`src/rtl/btc_dec_comp_code_sched.sv`:
```
// Half-iteration scheduler for the BTC component-code decoders.
// Walks the line memory row-wise or column-wise for each half-iteration,
// presenting one beat (address, lane valid, shortening mask, strobes, alpha)
// at a time under a valid/ready handshake, and waits for decoder drain
// (idec_done) before switching to the next half-iteration.
// Ports:
//   iclk, ireset (sync, active high), iclkena (freezes all state when low)
//   istart, inrows, incols, ishort, initer, ialpha0, ialpha_step : run config
//   irdy : downstream accepts current beat;  idec_done : drain pulse
//   orow_mode, oaddr, oval, osmask, ostrb {sof,sop,eop,eof}, oalpha, ohalf
//   obusy, odone : run status
module btc_dec_comp_code_sched #(
    parameter int unsigned pDEC_NUM = 8,
    parameter int unsigned pDIM_W   = 6,
    parameter int unsigned pADDR_W  = 10,
    parameter int unsigned pITER_W  = 4,
    parameter int unsigned pALPHA_W = 4
) (
    input  logic                 iclk,
    input  logic                 ireset,
    input  logic                 iclkena,
    input  logic                 istart,
    input  logic [pDIM_W-1:0]    inrows,
    input  logic [pDIM_W-1:0]    incols,
    input  logic [pDIM_W-1:0]    ishort,
    input  logic [pITER_W-1:0]   initer,
    input  logic [pALPHA_W-1:0]  ialpha0,
    input  logic [pALPHA_W-1:0]  ialpha_step,
    input  logic                 irdy,
    input  logic                 idec_done,
    output logic                 orow_mode,
    output logic [pADDR_W-1:0]   oaddr,
    output logic [pDEC_NUM-1:0]  oval,
    output logic [pDEC_NUM-1:0]  osmask,
    output logic [3:0]           ostrb,
    output logic [pALPHA_W-1:0]  oalpha,
    output logic [pITER_W:0]     ohalf,
    output logic                 obusy,
    output logic                 odone
);
    localparam int unsigned LANE_W = $clog2(pDEC_NUM);
    localparam int unsigned COL_W  = pDIM_W + LANE_W;
    localparam int unsigned HALF_W = pITER_W + 1;

    localparam logic [2:0] ST_IDLE  = 3'd0;
    localparam logic [2:0] ST_SETUP = 3'd1;
    localparam logic [2:0] ST_RUN   = 3'd2;
    localparam logic [2:0] ST_WAIT  = 3'd3;
    localparam logic [2:0] ST_DONE  = 3'd4;

    localparam logic [pDIM_W-1:0]  DIM_ONE  = pDIM_W'(1);
    localparam logic [pADDR_W-1:0] ADDR_ONE = pADDR_W'(1);
    localparam logic [HALF_W-1:0]  HALF_ONE = HALF_W'(1);

    logic [2:0]           state_q, state_d;
    logic [pDIM_W-1:0]    nrows_q, nrows_d, ncols_q, ncols_d, nshort_q, nshort_d;
    logic [pDIM_W-1:0]    ngrp_q, ngrp_d;
    logic [pITER_W-1:0]   niter_q, niter_d;
    logic [pALPHA_W-1:0]  step_q, step_d;
    logic [pDIM_W-1:0]    r_q, r_d, g_q, g_d;
    logic                 row_q, row_d;
    logic [pADDR_W-1:0]   addr_q, addr_d;
    logic [pDEC_NUM-1:0]  val_q, val_d, smask_q, smask_d;
    logic [3:0]           strb_q, strb_d;
    logic [pALPHA_W-1:0]  alpha_q, alpha_d;
    logic [HALF_W-1:0]    half_q, half_d;
    logic                 busy_q, busy_d, done_q, done_d;

    // Active configuration: raw inputs while latching in SETUP, registers after.
    logic [pDIM_W-1:0]    cfg_rows, cfg_cols, cfg_short, cfg_ngrp, ngrp_c;
    logic [COL_W-1:0]     gsum_c;

    always_comb begin : cfg_select
        cfg_rows  = nrows_q;
        cfg_cols  = ncols_q;
        cfg_short = nshort_q;
        if (state_q == ST_SETUP) begin
            cfg_rows  = inrows;
            cfg_cols  = incols;
            cfg_short = ishort;
        end
        gsum_c   = COL_W'(cfg_cols) + COL_W'(pDEC_NUM - 1);
        ngrp_c   = pDIM_W'(gsum_c >> LANE_W);
        cfg_ngrp = (state_q == ST_SETUP) ? ngrp_c : ngrp_q;
    end

    // Position of the next beat to present, computed incrementally (no multiply).
    logic                 accept_c, last_c, load_c, cfg_zero_c, final_half_c;
    logic [pDIM_W-1:0]    bt_r, bt_g;
    logic                 bt_row;
    logic [pADDR_W-1:0]   bt_addr;

    always_comb begin : next_pos
        accept_c     = (state_q == ST_RUN) && (|val_q) && irdy;
        last_c       = (r_q == nrows_q - DIM_ONE) && (g_q == ngrp_q - DIM_ONE);
        cfg_zero_c   = (inrows == '0) || (incols == '0) || (initer == '0);
        final_half_c = (half_q + HALF_ONE) == {niter_q, 1'b0};
        load_c  = 1'b0;
        bt_r    = '0;
        bt_g    = '0;
        bt_row  = row_q;
        bt_addr = '0;
        case (state_q)
            ST_SETUP: begin
                load_c = !cfg_zero_c;
                bt_row = 1'b1;
            end
            ST_RUN: begin
                if (accept_c && !last_c) begin
                    load_c = 1'b1;
                    if (row_q) begin
                        bt_addr = addr_q + ADDR_ONE;
                        if (g_q == ngrp_q - DIM_ONE) begin
                            bt_r = r_q + DIM_ONE;
                        end else begin
                            bt_r = r_q;
                            bt_g = g_q + DIM_ONE;
                        end
                    end else if (r_q == nrows_q - DIM_ONE) begin
                        // column finished: restart at row 0 of the next group
                        bt_g    = g_q + DIM_ONE;
                        bt_addr = pADDR_W'(g_q) + ADDR_ONE;
                    end else begin
                        bt_r    = r_q + DIM_ONE;
                        bt_g    = g_q;
                        bt_addr = addr_q + pADDR_W'(ngrp_q);
                    end
                end
            end
            ST_WAIT: begin
                if (idec_done && !final_half_c) begin
                    load_c = 1'b1;
                    bt_row = ~row_q;
                end
            end
            default: ;
        endcase
    end

    // Lane valid / shortening mask / strobes for the beat at (bt_r, bt_g).
    logic [pDEC_NUM-1:0]  val_c, smask_c;
    logic [3:0]           strb_c;
    logic [COL_W-1:0]     col_c;
    logic                 r_short_c, g_first_c, g_last_c, r_first_c, r_last_c;

    always_comb begin : beat_decode
        val_c     = '0;
        smask_c   = '0;
        col_c     = '0;
        r_short_c = bt_r < cfg_short;
        for (int k = 0; k < pDEC_NUM; k++) begin
            col_c      = {bt_g, LANE_W'(k)};
            val_c[k]   = col_c < COL_W'(cfg_cols);
            smask_c[k] = val_c[k] && (r_short_c || (col_c < COL_W'(cfg_short)));
        end
        g_first_c = (bt_g == '0);
        g_last_c  = (bt_g == cfg_ngrp - DIM_ONE);
        r_first_c = (bt_r == '0);
        r_last_c  = (bt_r == cfg_rows - DIM_ONE);
        strb_c = {g_first_c && r_first_c,
                  bt_row ? g_first_c : r_first_c,
                  bt_row ? g_last_c  : r_last_c,
                  g_last_c && r_last_c};
    end

    logic [pALPHA_W:0] asum_c;

    always_comb begin : fsm_next
        state_d  = state_q;
        nrows_d  = nrows_q;
        ncols_d  = ncols_q;
        nshort_d = nshort_q;
        ngrp_d   = ngrp_q;
        niter_d  = niter_q;
        step_d   = step_q;
        r_d      = r_q;
        g_d      = g_q;
        row_d    = row_q;
        addr_d   = addr_q;
        val_d    = val_q;
        smask_d  = smask_q;
        strb_d   = strb_q;
        alpha_d  = alpha_q;
        half_d   = half_q;
        busy_d   = busy_q;
        done_d   = 1'b0;
        asum_c   = {1'b0, alpha_q} + {1'b0, step_q};
        if (load_c) begin
            r_d     = bt_r;
            g_d     = bt_g;
            row_d   = bt_row;
            addr_d  = bt_addr;
            val_d   = val_c;
            smask_d = smask_c;
            strb_d  = strb_c;
        end
        case (state_q)
            ST_IDLE: begin
                if (istart) begin
                    state_d = ST_SETUP;
                    busy_d  = 1'b1;
                end
            end
            ST_SETUP: begin
                nrows_d  = inrows;
                ncols_d  = incols;
                nshort_d = ishort;
                ngrp_d   = ngrp_c;
                niter_d  = initer;
                step_d   = ialpha_step;
                if (cfg_zero_c) begin
                    state_d = ST_DONE;
                    done_d  = 1'b1;
                end else begin
                    state_d = ST_RUN;
                    half_d  = '0;
                    alpha_d = ialpha0;
                end
            end
            ST_RUN: begin
                if (accept_c && last_c) begin
                    state_d = ST_WAIT;
                    val_d   = '0;
                    smask_d = '0;
                    strb_d  = '0;
                end
            end
            ST_WAIT: begin
                if (idec_done) begin
                    if (final_half_c) begin
                        state_d = ST_DONE;
                        done_d  = 1'b1;
                    end else begin
                        state_d = ST_RUN;
                        half_d  = half_q + HALF_ONE;
                        alpha_d = asum_c[pALPHA_W] ? '1 : asum_c[pALPHA_W-1:0];
                    end
                end
            end
            ST_DONE: begin
                state_d = ST_IDLE;
                busy_d  = 1'b0;
            end
            default: state_d = ST_IDLE;
        endcase
    end

    always_ff @(posedge iclk) begin : regs
        if (ireset) begin
            state_q  <= ST_IDLE;
            nrows_q  <= '0;
            ncols_q  <= '0;
            nshort_q <= '0;
            ngrp_q   <= '0;
            niter_q  <= '0;
            step_q   <= '0;
            r_q      <= '0;
            g_q      <= '0;
            row_q    <= 1'b1;
            addr_q   <= '0;
            val_q    <= '0;
            smask_q  <= '0;
            strb_q   <= '0;
            alpha_q  <= '0;
            half_q   <= '0;
            busy_q   <= 1'b0;
            done_q   <= 1'b0;
        end else if (iclkena) begin
            state_q  <= state_d;
            nrows_q  <= nrows_d;
            ncols_q  <= ncols_d;
            nshort_q <= nshort_d;
            ngrp_q   <= ngrp_d;
            niter_q  <= niter_d;
            step_q   <= step_d;
            r_q      <= r_d;
            g_q      <= g_d;
            row_q    <= row_d;
            addr_q   <= addr_d;
            val_q    <= val_d;
            smask_q  <= smask_d;
            strb_q   <= strb_d;
            alpha_q  <= alpha_d;
            half_q   <= half_d;
            busy_q   <= busy_d;
            done_q   <= done_d;
        end
    end

    assign orow_mode = row_q;
    assign oaddr     = addr_q;
    assign oval      = val_q;
    assign osmask    = smask_q;
    assign ostrb     = strb_q;
    assign oalpha    = alpha_q;
    assign ohalf     = half_q;
    assign obusy     = busy_q;
    assign odone     = done_q;

endmodule

```
`config.mk`:
```
export PLATFORM = sky130hd
export DESIGN_NAME = btc_dec_comp_code_sched
export DESIGN_NICKNAME = d
export VERILOG_FILES = /design/src/rtl/btc_dec_comp_code_sched.sv
export SDC_FILE = /design/constraint.sdc
export NUM_CORES = 1
export LEC_CHECK = 0
export ABC_AREA = 0
export CORE_AREA = 2 2 124 126
export DETAILED_ROUTE_END_ITERATION = 7
export DIE_AREA = 0 0 126 128
export GPL_ROUTABILITY_DRIVEN = 0
export HOLD_SLACK_MARGIN = 0.15
export PLACE_DENSITY_LB_ADDON = 0.2
export SYNTH_ARGS = -nofsm -noshare
export SYNTH_HDL_FRONTEND = slang
export SYNTH_SLANG_ARGS = --single-unit
```
`constraint.sdc`:
```
create_clock -name iclk -period 8.8 [get_ports iclk]
set_input_delay 1.76 -clock iclk [delete_from_list [all_inputs] [get_ports iclk]]
set_output_delay 1.76 -clock iclk [all_outputs]
set_load 0.02 [all_outputs]
```
==> results.py, run 1 <==
metrics = {
    "outcome": {
        "status": "finished, final reports clean",
    },
    "yosys": {
        "yosys_warnings": 0,
        "synth_cell_types": 84,
        "seq_area_frac_synth_pct": 27.10,
        "synth_seq_cells": 89,
        "ys_async_sr_fraction_pct": 0,
        "syn-mean-instance-area_um2": 7.699,
        "synth-edff-count": 0,
        "synth_nets": 923,
        "syn-instance-count": 854,
        "synthFlopType": "dfxtp_1",
        "netlist_area_um2": 6575,
    },
    "flow_run": {
        "max_cap_violations": 0,
    },
    "worst_setup_path": {
        "critPathCaptureType": "flip-flop",
        "cp_max_fo": 20,
        "path_cells": "clkdlybuf4s50_1 > nand2_1 > a2111o_1 > a311oi_2 > o21ai_0 > nand2_1 > ha_1 > a2111oi_2 > o31ai_1 > o31ai_1",
        "crit_buf_inv": 1,
        "worstSetupStartpointType": "input pin",
        "reg2regPathDepth": 13,
        "critPathMaxStageDelay_ns": 0.97,
        "critPathSlowestCell": "a2111oi_2",
        "r2r_start": "ngrp_q[1]",
        "rrSetupSlack_ns": 4.10,
        "crit_arrival_ns": 5.77,
        "critPathRequiredTime_ns": 9.07,
        "critPathKind": "in -> reg",
        "cp_top_family": "compound AO/OA/AOI/OAI gates",
        "worstReg2RegEnd": "osmask[2]",
    },
    "timing": {
        "worst_pin_slew_ns": 1.156,
        "finalHoldViolCount": 0,
        "rsz0062_at_grt": "no",
        "finalSetupViolCount": 0,
        "finClkSkew_ns": 0.006425,
        "setup_slack_ns": 3.308,
        "period_share_pct": 62.41,
        "relSlewSlack_pct": 22.76,
        "post-route-min-period_ns": 5.492,
        "fmax_mhz": 182.1,
        "whs_ns": 0.4545,
        "setup_tns_ns": 0,
        "slew_viol_final": 0,
    },
    "pwr": {
        "p_sw_share_pct": 31.61,
        "ir_worst_vdd_uv": 90.47,
        "seq_power_share_pct": 40.2,
        "pwr_density_cell_nw_per_um2": 140.4,
        "p_total_mw": 1.078,
        "clock_power_share_pct": 37.0,
        "leakagePower_nw": 2.708,
        "netSwitchingPower_uw": 340.7,
        "intPower_uw": 736.8,
        "combPwrFrac_pct": 22.8,
    },
    "cts": {
        "cts_hold_buf": 0,
        "root_buffer": "clkbuf_16",
        "ctsLongestPathBuffers": 2,
        "cts_tree": "yes",
        "post_cts_buffers": 0,
        "htreeDepth": 3,
        "post_cts_resized": 0,
        "cts.sinks": 89,
        "cts_made_buffers": 9,
        "path_clk_slew_ns": 0.07,
        "clock_latency_ns": 0.36,
    },
    "floorplan": {
        "die_y_um": 128,
        "placementRows": 45,
        "num_io_pins": 78,
        "start_util_pct": 44.23,
        "die_width_um": 126,
        "fp.dieArea_um2": 16130,
        "core_um2": 14860,
    },
    "routing": {
        "drt_iter0_drc": 386,
        "drc_errors": 0,
        "vias": 6446,
        "dr.pass1.iters": 5,
        "routedWlPerCell_um": 17.48,
        "wl_um": 19070,
        "routed_via_density": 5.908,
        "ant_nets": 0,
    },
    "final_layout": {
        "antenna_cells": 0,
        "fillers": 1520,
        "final_cell_mix": "nand2_1 (118), a21oi_1 (91), dfxtp_1 (89), nor2_1 (76), clkdlybuf4s50_1 (76)",
        "final_common_cell": "nand2_1",
        "drive_gt1_share_pct": 6.977,
        "instances_no_fill": 1091,
        "area_growth_pct": 16.71,
        "final_nets": 967,
    },
    "placement": {
        "place_inst": 1075,
        "place_ws_ns": 2.963,
        "portBuffers": 77,
        "dpl.hpwl_um": 13830,
    },
    "worst_hold_path": {
        "hp-class": "reg -> reg",
        "hold_path.startpoint": "nshort_q[3]",
        "min_to": "nshort_q[3]",
        "min_path_cells": 2,
    },
    "global_route": {
        "grt_max_degree": 63,
        "overflow": 0,
        "antenna_found_initial": 0,
        "globalRouteTotalUtil_pct": 23.57,
        "grt_pass1_vias": 6042,
        "grt_pass1_wl_um": 30790,
    },
}
==> routing by layer <==
layer | vias to the layer above | share of wire, % | global-route usage, %
met5 | - | 0 | 0
met2 | 204 | 45 | 37.76
met1 | 2987 | 46 | 31.61
met3 | 40 | 5.6 | 3.506
li1 | 3215 | - | -
met4 | 0 | 3.2 | 10.41
==> how the worst max path moves through the flow <==
stage | start | endpoint | slack [ns] | depth (start not counted)
floorplan | irdy | osmask[2] | 4.29 | 14
global placement | irdy | osmask[2] | 2.98 | 10
detailed placement | irdy | osmask[2] | 2.96 | 10
CTS | irdy | osmask[2] | 3.34 | 10
global route | irdy | osmask[2] | 2.94 | 10
finish | irdy | osmask[2] | 3.31 | 10
==> state kept, by name (all words and copies together), names as in the netlist <==
signal / flops
ohalf: 5
niter_q: 4
step_q: 4
r_q: 6
nshort_q: 6
g_q: 6
nrows_q: 6
oval: 8
osmask: 8
ncols_q: 6
oalpha: 4
oaddr: 10
odone: 1
state_q: 3
orow_mode: 1
ostrb: 4
ngrp_q: 6
obusy: 1
==> power groups by stage <==
stage	logic (mW)	registers, mW	clock network, mW
after floorplan	0.172	0.440	0
after global placement	0.242	0.442	0
after detailed placement	0.243	0.442	0
after CTS	0.245	0.433	0.404
after global routing	0.271	0.435	0.417
final	0.246	0.433	0.399
==> stage by stage <==
stage | util [%] | instance area [µm²]
floorplan | - | 6575
global placement | 49.63 | 7377
detailed placement | 49.63 | 7377
CTS | 51.62 | 7674
global route | 51.62 | 7674
finish | 51.62 | 7674
==> cells by family after synthesis <==
kind of cell | count (synthesis) | synth area share, %
simple gates | 334 | 24.62
flops | 89 | 27.10
buf+inv | 72 | 5.366
fa+ha+maj | 33 | 6.508
compound gates | 263 | 27.25
xor+xnor | 43 | 6.052
mux | 20 | 3.102
==> synth_stat cells, drive strengths merged, types with 10 or more instances <==
| cell type | n | area, µm² |
|---|---|---|
| nor3 | 27 | 150.2 |
| a211oi | 15 | 112.6 |
| dfxtp | 89 | 1782 |
| nor2 | 77 | 289.0 |
| and3 | 10 | 62.56 |
| xor2 | 15 | 138.9 |
| a21oi | 95 | 490.5 |
| clkbuf | 40 | 190.2 |
| nor2b | 11 | 68.82 |
| xnor2 | 27 | 236.5 |
| nand2 | 118 | 442.9 |
| o31ai | 10 | 80.07 |
| inv | 19 | 71.32 |
| ha | 31 | 387.9 |
| mux2i | 17 | 170.2 |
| nand3 | 27 | 140.1 |
| o21ai | 41 | 224.0 |
| o211ai | 11 | 82.58 |
| buf | 12 | 87.57 |
==> cell type report <==
cell class	count	area (µm²)	area share (%)
well taps	188	235.2	3.065
repair buffers	85	825.8	10.76
multi-input cells	693	4459	58.11
inverters	20	75.07	0.9783
flip-flops and latches	89	1782	23.22
clock inverters	6	67.56	0.8805
clock buffers	10	229.0	2.984
==> worst register-to-register path: stages (launching register included) <==
cell,delay [ns]
dfxtp_1,0.46
inv_1,0.09
ha_1,0.20
and2b_2,0.20
or3_1,0.34
a311oi_2,0.59
a21oi_2,0.21
a31oi_1,0.35
inv_1,0.14
ha_1,0.32
a21o_1,0.20
a2111oi_2,1.03
o31ai_1,0.22
o31ai_1,0.27
Power figures use the tool's default switching activity.
==> run 2: changes to the inputs <==
==> constraint.sdc (replaced) <==
create_clock -name iclk -period 4.5 [get_ports iclk]
set_input_delay 0.9 -clock iclk [delete_from_list [all_inputs] [get_ports iclk]]
set_output_delay 0.9 -clock iclk [all_outputs]
set_load 0.02 [all_outputs]
==> run 2 against run 1 <==
Net effect:
- total power is 94% higher
- highest routed layer unchanged
- critical endpoint unchanged
- clock skew about the same
- sequential share of layout area down 0.58 points
==> results.py, run 2 (synthesis gave the netlist of run 1 again) <==
metrics = {
    "routing": {
        "drt_iter0_drc": 417,
        "vias": 6475,
        "routed_via_density": 5.797,
        "routedWlPerCell_um": 17.17,
        "dr.pass1.iters": 6,
        "drc_errors": 0,
        "wl_um": 19180,
        "ant_nets": 0,
    },
    "floorplan": {
        "start_util_pct": 44.23,
        "fp.dieArea_um2": 16130,
        "num_io_pins": 78,
        "die_width_um": 126,
        "die_y_um": 128,
        "core_um2": 14860,
        "placementRows": 45,
    },
    "worst_setup_path": {
        "crit_buf_inv": 1,
        "cp_top_family": "compound AO/OA/AOI/OAI gates",
        "cp.depth": 17,
        "reg2regPathDepth": 17,
        "critPathCaptureType": "flip-flop",
        "critPathRequiredTime_ns": 4.76,
        "critPathSlowestCell": "a311o_2",
        "crit_arrival_ns": 4.34,
        "critPathKind": "reg -> reg",
        "cp_max_fo": 5,
        "worstSetupStartpointType": "flip-flop",
        "path_cells": "inv_1 > ha_1 > or3b_1 > a211o_1 > a311o_2 > o21ai_4 > nand4_1 > a21oi_1 > ha_1 > a21oi_1 > nor2b_1 > o21ai_0 > nand2b_1 > o21a_1 > nor3b_1 > a211o_1 > o31ai_1",
        "critPathMaxStageDelay_ns": 0.43,
    },
    "placement": {
        "dpl.hpwl_um": 14210,
        "place_inst": 1101,
        "portBuffers": 77,
        "place_ws_ns": 0.2867,
    },
    "cts": {
        "cts_made_buffers": 9,
        "cts.sinks": 89,
        "cts_tree": "yes",
        "htreeDepth": 3,
        "clock_latency_ns": 0.35,
        "ctsLongestPathBuffers": 2,
        "post_cts_resized": 0,
        "cts_hold_buf": 0,
        "root_buffer": "clkbuf_16",
        "post_cts_buffers": 0,
        "path_clk_slew_ns": 0.07,
    },
    "final_layout": {
        "antenna_cells": 0,
        "final_cell_mix": "nand2_1 (118), a21oi_1 (91), dfxtp_1 (89), nor2_1 (76), clkdlybuf4s50_1 (76)",
        "final_common_cell": "nand2_1",
        "drive_gt1_share_pct": 9.688,
        "area_growth_pct": 19.71,
        "fin_util_pct": 52.95,
        "instances_no_fill": 1117,
        "final_nets": 993,
        "largest_reg_flops": 10,
    },
    "global_route": {
        "globalRouteTotalUtil_pct": 24.41,
        "grt_pass1_wl_um": 32140,
        "overflow": 0,
        "grt_max_degree": 36,
        "grt_pass1_vias": 6219,
        "antenna_found_initial": 0,
    },
    "pwr": {
        "pwr_density_cell_nw_per_um2": 265.3,
        "p_total_mw": 2.089,
        "ir_worst_vdd_uv": 164.9,
        "leakagePower_nw": 2.849,
    },
    "timing": {
        "slew_viol_final": 0,
        "finalHoldViolCount": 0,
        "finClkSkew_ns": 0.006453,
        "period_share_pct": 90.62,
        "setup_tns_ns": 0,
        "setup_slack_ns": 0.4220,
        "finalSetupViolCount": 0,
        "worst_pin_slew_ns": 1.029,
        "relSlewSlack_pct": 31.24,
        "rsz0062_at_grt": "no",
        "fmax_mhz": 245.2,
        "post-route-min-period_ns": 4.078,
    },
    "flow_run": {
        "max_cap_violations": 0,
    },
    "worst_hold_path": {
        "hp-class": "reg -> reg",
        "min_path_cells": 2,
    },
    "outcome": {
        "status": "finished, final reports clean",
    },
}
[run 2: per-stage QoR]
stage | area (µm²) | hold WS [ns]
detailed placement | 7580 | 0.4463
global route | 7871 | 0.4735
CTS | 7871 | 0.4555
floorplan | 6575 | 0.4357
global placement | 7580 | 0.4412
finish | 7871 | 0.4548
[run 2: layer usage]
metal  track usage (%)  routed length [µm]  up-vias
met2             39.09                8705      166
met5                 0                   0        -
met4             7.886                 459        0
met3             4.299                1041       35
li1                  -                   -     3250
met1             33.51                8972     3024
[run 2: report_power, final]
| part | switching, mW | leakage (nW) | internal (mW) |
|---|---|---|---|
| Combinational | 0.289 | 1.99 | 0.213 |
| Clock | 0.333 | 0.142 | 0.408 |
| Sequential | 0.0334 | 0.720 | 0.813 |
| Total | 0.655 | 2.85 | 1.43 |
[run 2: worst paths after layout]
path,slack (ns),start,endpoint
worst max-delay path,0.42,ngrp_q[0],osmask[2]
worst min-delay path,0.45,nshort_q[2],nshort_q[2]
worst max register to register,0.42,ngrp_q[0],osmask[2]
worst min register to register,0.45,nshort_q[2],nshort_q[2]
[run 2: cell type report]
type                    count  area, µm²
fillers                  1477       6993
clock buffers              11      252.7
flip-flops and latches     89       1782
clock inverters             5      38.79
inverters                  20      75.07
multi-input cells         693       4454
well taps                 188      235.2
repair buffers            111       1033
[run 2: worst reg2reg max path: stages, from the launching register on]
cell and delay [ns]:
dfxtp_1 0.37, inv_1 0.11, ha_1 0.17, or3b_1 0.36, a211o_1 0.33, a311o_2 0.43
o21ai_4 0.23, nand4_1 0.15, a21oi_1 0.27, ha_1 0.29, a21oi_1 0.13, nor2b_1 0.05
o21ai_0 0.14, nand2b_1 0.10, o21a_1 0.22, nor3b_1 0.16, a211o_1 0.29, o31ai_1 0.18
